`config.mk`:
```
export PLATFORM = sky130hd
export DESIGN_NAME = bit_serializer
export DESIGN_NICKNAME = d
export VERILOG_FILES = /design/src/rtl/bit_serializer.sv
export SDC_FILE = /design/constraint.sdc
export NUM_CORES = 1
export LEC_CHECK = 0
export ABC_AREA = 1
export CAP_MARGIN = 10
export CORE_MARGIN = 4
export CORE_UTILIZATION = 52
export DETAILED_ROUTE_END_ITERATION = 8
export GPL_ROUTABILITY_DRIVEN = 1
export HOLD_SLACK_MARGIN = 0.08
export PLACE_DENSITY = 0.76
export SLEW_MARGIN = 20
export SYNTH_ARGS = -nofsm -noshare
export SYNTH_HDL_FRONTEND = slang
export SYNTH_SLANG_ARGS = --single-unit
```
`constraint.sdc`:
```
create_clock -name clock -period 3 [get_ports clock]
set_input_delay 0.3 -clock clock [delete_from_list [all_inputs] [get_ports clock]]
set_output_delay 0.3 -clock clock [all_outputs]
set_load 0.01 [all_outputs]
```
`src/rtl/bit_serializer.sv`:
```
// bit_serializer: loads a WIDTH-bit word through a ready/load handshake and
// shifts it out one bit per clock on `out`, holding `out` low between frames.
// Optional macro BIT_SERIALIZER_PARITY_EN appends one even-parity bit per frame.
module bit_serializer #(
    parameter int unsigned WIDTH     = 8,
    parameter int unsigned MSB_FIRST = 1
) (
    input  logic             clock,
    input  logic             reset,
    input  logic [WIDTH-1:0] data_in,
    input  logic             load,
    output logic             ready,
    output logic             out,
    output logic             valid,
    output logic             done
);

    localparam int unsigned CntW = (WIDTH > 1) ? $clog2(WIDTH) : 1;

`ifdef BIT_SERIALIZER_PARITY_EN
    typedef enum logic [1:0] {StIdle, StShift, StPar} state_e;
`else
    typedef enum logic [1:0] {StIdle, StShift} state_e;
`endif

    state_e            state_q, state_d;
    logic [CntW-1:0]   cnt_q, cnt_d;
    logic [WIDTH-1:0]  sreg_q, sreg_d;
    logic              out_q, out_d;
    logic              valid_q, valid_d;
    logic              done_q, done_d;
    logic              ready_q, ready_d;
`ifdef BIT_SERIALIZER_PARITY_EN
    logic              par_q, par_d;
`endif

    // Next-state and registered-output logic; outputs are computed one cycle
    // ahead so every port comes straight from a flop.
    always_comb begin
        state_d = state_q;
        cnt_d   = cnt_q;
        sreg_d  = sreg_q;
        out_d   = 1'b0;
        valid_d = 1'b0;
        done_d  = 1'b0;
        ready_d = 1'b0;
`ifdef BIT_SERIALIZER_PARITY_EN
        par_d   = par_q;
`endif
        unique case (state_q)
            StIdle: begin
                ready_d = 1'b1;
                if (load) begin
                    state_d = StShift;
                    sreg_d  = data_in;
                    cnt_d   = CntW'(WIDTH - 1);
                    out_d   = (MSB_FIRST != 0) ? data_in[WIDTH-1] : data_in[0];
                    valid_d = 1'b1;
                    ready_d = 1'b0;
`ifdef BIT_SERIALIZER_PARITY_EN
                    par_d   = ^data_in;
`endif
                end
            end
            StShift: begin
                if (cnt_q != '0) begin
                    // The register keeps the bit currently on `out` in its
                    // head position, so the next bit is one place behind it.
                    cnt_d   = cnt_q - CntW'(1);
                    valid_d = 1'b1;
                    if (MSB_FIRST != 0) begin
                        sreg_d = sreg_q << 1;
                        out_d  = sreg_q[WIDTH-2];
                    end else begin
                        sreg_d = sreg_q >> 1;
                        out_d  = sreg_q[1];
                    end
`ifndef BIT_SERIALIZER_PARITY_EN
                    done_d = (cnt_q == CntW'(1));
`endif
                end else begin
`ifdef BIT_SERIALIZER_PARITY_EN
                    state_d = StPar;
                    out_d   = par_q;
                    valid_d = 1'b1;
                    done_d  = 1'b1;
`else
                    state_d = StIdle;
                    ready_d = 1'b1;
`endif
                end
            end
`ifdef BIT_SERIALIZER_PARITY_EN
            StPar: begin
                state_d = StIdle;
                ready_d = 1'b1;
            end
`endif
            default: begin
                state_d = StIdle;
                ready_d = 1'b1;
            end
        endcase
    end

    // State and output registers with synchronous reset taking priority.
    always_ff @(posedge clock) begin
        if (reset) begin
            state_q <= StIdle;
            cnt_q   <= '0;
            sreg_q  <= '0;
            out_q   <= 1'b0;
            valid_q <= 1'b0;
            done_q  <= 1'b0;
            ready_q <= 1'b1;
`ifdef BIT_SERIALIZER_PARITY_EN
            par_q   <= 1'b0;
`endif
        end else begin
            state_q <= state_d;
            cnt_q   <= cnt_d;
            sreg_q  <= sreg_d;
            out_q   <= out_d;
            valid_q <= valid_d;
            done_q  <= done_d;
            ready_q <= ready_d;
`ifdef BIT_SERIALIZER_PARITY_EN
            par_q   <= par_d;
`endif
        end
    end

    assign out   = out_q;
    assign valid = valid_q;
    assign done  = done_q;
    assign ready = ready_q;

endmodule
```
### Yosys cells after proc, flatten, opt, wreduce, memory -nomap -nowiden

Cells that the tools add are included.

* add/sub/neg operators: 1
* eq/ne operators: 5
* muxes and demuxes: 18
* bitwise gates (word level): 2
* reduce and logical (&&, ||, !) cells: 6

Operator list (count)
* two-way mux 7 bit: 2
* case mux 7 bit (2 select lines): 1
* two-way mux 1 bit: 6
* two-way mux 3 bit: 2
* != test 2 bit, second input constant: 3
* case mux 1 bit (2 select lines): 3
* case mux 3 bit (2 select lines): 1
* two-way mux 2 bit: 2
* case mux 2 bit (2 select lines): 1
* equality test 3 x 1 -> 1 bit, second input constant: 1
* AND reduction 3 bit: 1
* nonzero test 3 bit: 1
* OR reduction 3 bit: 1
* subtractor 3 x 1 -> 3 bit, second input constant: 1
* equality test 2 x 1 -> 1 bit, second input constant: 1
* zero test 2 bit: 1
* inverter 1 bit: 2
* AND reduction 2 bit: 1
* nonzero test 2 bit: 1

* register bits after elaboration: 16
* input port bits: 11
* output and inout bits: 4
* word-level logic and storage cells: 39

### Longest topological paths before layout

* depth after elaboration: 3
* gate-level depth with buffers: 7
* depth with buffers taken out: 7

### Worst setup path after synthesis

OpenSTA, ideal clock, no wires.

* kind: register to register
* start: register cnt_q[0]
* end: register cnt_q[2]
* setup time: 113 ps
* data arrival time: 1029 ps
* data required time: 2887 ps
* path slack: 1858 ps
* cell stages (with the launch flop): 8
* buffers on the path: 1
* clock period less this slack: 1142 ps
* path through: dfxtp_1 inv_1 ha_1 nand3_1 nand2_2 buf_12 nand3_2 nand2_1

* word-level cells in the longest chain between the ends: 3
* elaborated cells on any way between the ends: 6
* classes of those cells: 1 x add/sub; 1 x eq/ne; 2 x mux; 2 x reduce/logical

RTL lines
* from (decl): RTL line 27 `logic [CntW-1:0] cnt_q, cnt_d;`
* from (signal assigned): RTL line 121 `cnt_q <= cnt_d;`
* subtractor 3 x 1 -> 3 bit or nonzero test 3 bit (tied branches): RTL line 69, 66
* two-way mux 3 bit or != test 2 bit (tied branches)
* case mux 3 bit (2 select lines) or AND reduction 3 bit (tied branches)

Several ways; a longest one is shown, not always the timed one. The select of a mux whose other input is x is not followed.
A chain may end at the register's enable or synchronous reset.

### Worst setup path in the final report

* start: register state_q[0]
* end: register ready_q (netlist: ready)

* word-level cells in the longest chain between the ends: 2
* elaborated cells on any way between the ends: 3
* classes of those cells: 1 x eq/ne; 1 x mux; 1 x reduce/logical

RTL lines
* from (decl): RTL line 26 `state_e state_q, state_d;`
* from (signal assigned): RTL line 109 `state_q <= StIdle;`
* from (signal assigned): RTL line 120 `state_q <= state_d;`
* equality test 2 x 1 -> 1 bit or zero test 2 bit (tied branches): RTL line 50 `unique case (state_q)`
* case mux 1 bit (2 select lines) *: RTL line 50
* to (signal assigned): RTL line 126 `ready_q <= ready_d;`
* to (decl): RTL line 32 `logic ready_q, ready_d;`

Every way passes the cells marked *; elsewhere a longest branch is shown, timed or not.

==> impl_metrics.py <==
metrics = {
    "yosys": {
        "netlist_instances": 98,
        "synth_seq_area_share": 0.3974,
        "yosysTopAreaCell": "dfxtp_1",
        "syn_area_sq_um": 755.7,
        "syn-num-nets": 112,
        "avgSynthCellArea_sq_um": 7.711,
        "ys_types": 15,
        "ys_seq_elements": 15,
        "netlist.area_leader.share": 0.3974,
        "synth_warnings": 0,
        "synthTopCellsByArea": "dfxtp_1, nand2_1, nand3_2, nand3_1, ha_1",
    },
    "timing": {
        "finalCriticalPeriod_ns": 1.467,
        "max_freq_mhz": 681.6,
        "setup_tns_ns": 0,
        "hold_viol_final": 0,
        "relSlewSlack": 0.6591,
        "worst_pin_slew_ns": 0.5107,
        "rsz0062_at_grt": "false",
        "setup_viol": 0,
        "slew_viol_final": 0,
        "final.period_utilization": 0.4891,
        "final.setup_skew_ns": 0.001528,
    },
    "floorplan": {
        "core_area_sq_um": 1334,
        "rows": 13,
        "initial_core_util": 0.5666,
        "ios": 15,
        "die_h_um": 46.12,
        "dieArea_sq_um": 2127,
        "die_w_um": 46.12,
    },
    "status": {
        "status": "finished clean",
    },
    "cts": {
        "clk_latency_ns": 0.28,
        "clockBufferDepth": 2,
        "clk_pin_slew_worst_paths_ns": 0.09,
        "postCtsSetupRepairBufs": 0,
        "clock-root-buffer": "clkbuf_4",
        "cts_resized": 0,
        "tritoncts": "built",
        "ctsHoldBuffers": 0,
        "cts_buffers": 3,
        "cts_num_sinks": 15,
        "htreeDepth": 1,
    },
    "setup_path": {
        "path_class": "reg -> reg",
        "critPathLaunchType": "register",
        "crit_path_cell_trace": "inv_2, nand2_2, nand2_2, nor2_2, inv_2",
        "cp-end-kind": "register",
        "crit_slowest_cell": "dfxtp_1",
        "worstPathRequired_ns": 3.19,
        "slowest_delay_ns": 0.65,
        "crit_family": "flip-flops",
        "arrival_ns": 1.66,
        "crit_buf_inv": 2,
        "crit_fanout": 14,
    },
    "routing": {
        "post_drt_via_cell_ratio": 5.071,
        "drtAntennaViolNets": 0,
        "routedWlPerCell_um": 10.98,
        "drt_wl_total_um": 1395,
        "first_pass_iters": 4,
        "vias": 644,
        "drc": 0,
        "drt_iter0_markers": 6,
    },
    "finish": {
        "postLayoutCellArea_sq_um": 898.4,
        "layout.cells.non_filler": 127,
        "final_cell_mix": "nand2_1, nand3_1, dfxtp_1",
        "final_core_util": 0.6735,
        "syn2layout_area_growth_pct": 18.87,
        "drive_gt1_frac": 0.1964,
        "mostFrequentLayoutCell": "nand2_1",
        "layout.nets": 127,
        "diodes": 0,
    },
    "global_routing": {
        "use_met2": 0.2775,
        "grt_max_degree": 22,
        "antenna_found_initial": 0,
        "grt_usage": 0.1589,
        "grtUsageMet3": 0.03516,
        "grt_pass1_wl_um": 2477,
        "use_met1": 0.1900,
        "grt_pass1_vias": 622,
        "grt_remaining_overflow": 0,
        "top_usage_layer": "met2",
    },
    "min_path": {
        "hp-class": "reg -> reg",
    },
    "power": {
        "p_leak_nw": 0.4193,
        "peakVddDrop_mv": 0.2523,
        "p_sw_frac": 0.3230,
        "clockPowerShare": 0.253,
        "intPower_mw": 0.3154,
        "share_comb_of_total_power": 0.236,
        "seqPwrFrac": 0.511,
        "power_mw": 0.4660,
        "powerDensity_nw_per_um2": 518.7,
        "switchingPower_mw": 0.1505,
    },
    "run": {
        "maxCapViolations": 0,
    },
    "placement": {
        "detailed_place_hpwl_um": 1025,
        "place_inst": 123,
        "numPortBuffers": 14,
        "gp_congestion": 0.7544,
        "placed_area_sq_um": 870.8,
    },
}
-- layer usage --
layer	routed length, um	up-vias
li1	-	337
met1	643	289
met2	659	16
met3	76	2
met4	14	0
met5	0	-
-- stage by stage --
step / hold slack [ns] / setup slack [ns]
after floorplan: 0.3669 / 1.858
after global placement: 0.4494 / 1.517
after detailed placement: 0.4592 / 1.497
after CTS: 0.4734 / 1.535
after global routing: 0.4953 / 1.388
final: 0.4692 / 1.533
-- flip-flops by register name, summed over array words and instances (netlist names) --
register,cells
sreg_q,7
cnt_q,3
done,1
out,1
ready,1
state_q,1
valid,1
-- worst paths after layout --
path | start | to | slack [ns] | cells after the start
worst max-delay path | state_q[0] | ready | 1.53 | 5
worst min-delay path | sreg_q[4] | sreg_q[4] | 0.47 | 2
worst max register to register | state_q[0] | ready | 1.53 | 5
worst min register to register | sreg_q[4] | sreg_q[4] | 0.47 | 2
-- cell families (layout without fill, tap and decap cells) --
family	Yosys count	after routing	share of synthesized area
AO/OA/AOI/OAI	1	1	0.006616
adder cells (fa/ha/maj)	3	3	0.04967
buffers and inverters	13	27	0.1026
flip-flops	15	15	0.3974
AND/OR/NAND/NOR	66	66	0.4437
-- synth_stat cells --
cell / instances
nand2_1: 35
dfxtp_1: 15
nand3_1: 15
nand3_2: 9
inv_1: 5
inv_2: 4
ha_1: 3
nand2_2: 3
nor2_1: 2
nor2_2: 2
a21oi_1: 1
buf_12: 1
buf_2: 1
buf_4: 1
buf_6: 1
-- cell type report --
type,count,area [sq um]
clock buffers,3,22.52
clock inverters,1,5.005
well taps,15,18.77
inverters,9,33.78
flip-flops and latches,15,300.3
fillers,124,435.4
repair buffers,14,140.1
multi-input cells,70,377.9
-- power by group through the flow --
stage	clock network (mW)	registers (mW)	logic [mW]
after floorplan	0	0.239	0.0870
after global placement	0	0.242	0.108
after detailed placement	0	0.243	0.111
after CTS	0.119	0.239	0.111
after global routing	0.131	0.241	0.127
final	0.118	0.238	0.110
-- worst register-to-register path: stages, from the launching register on --
cell and delay (ns):
dfxtp_1 0.65, inv_2 0.17, nand2_2 0.10, nand2_2 0.22, nor2_2 0.20, inv_2 0.03
Note: power is estimated with default switching activity, not from simulation.
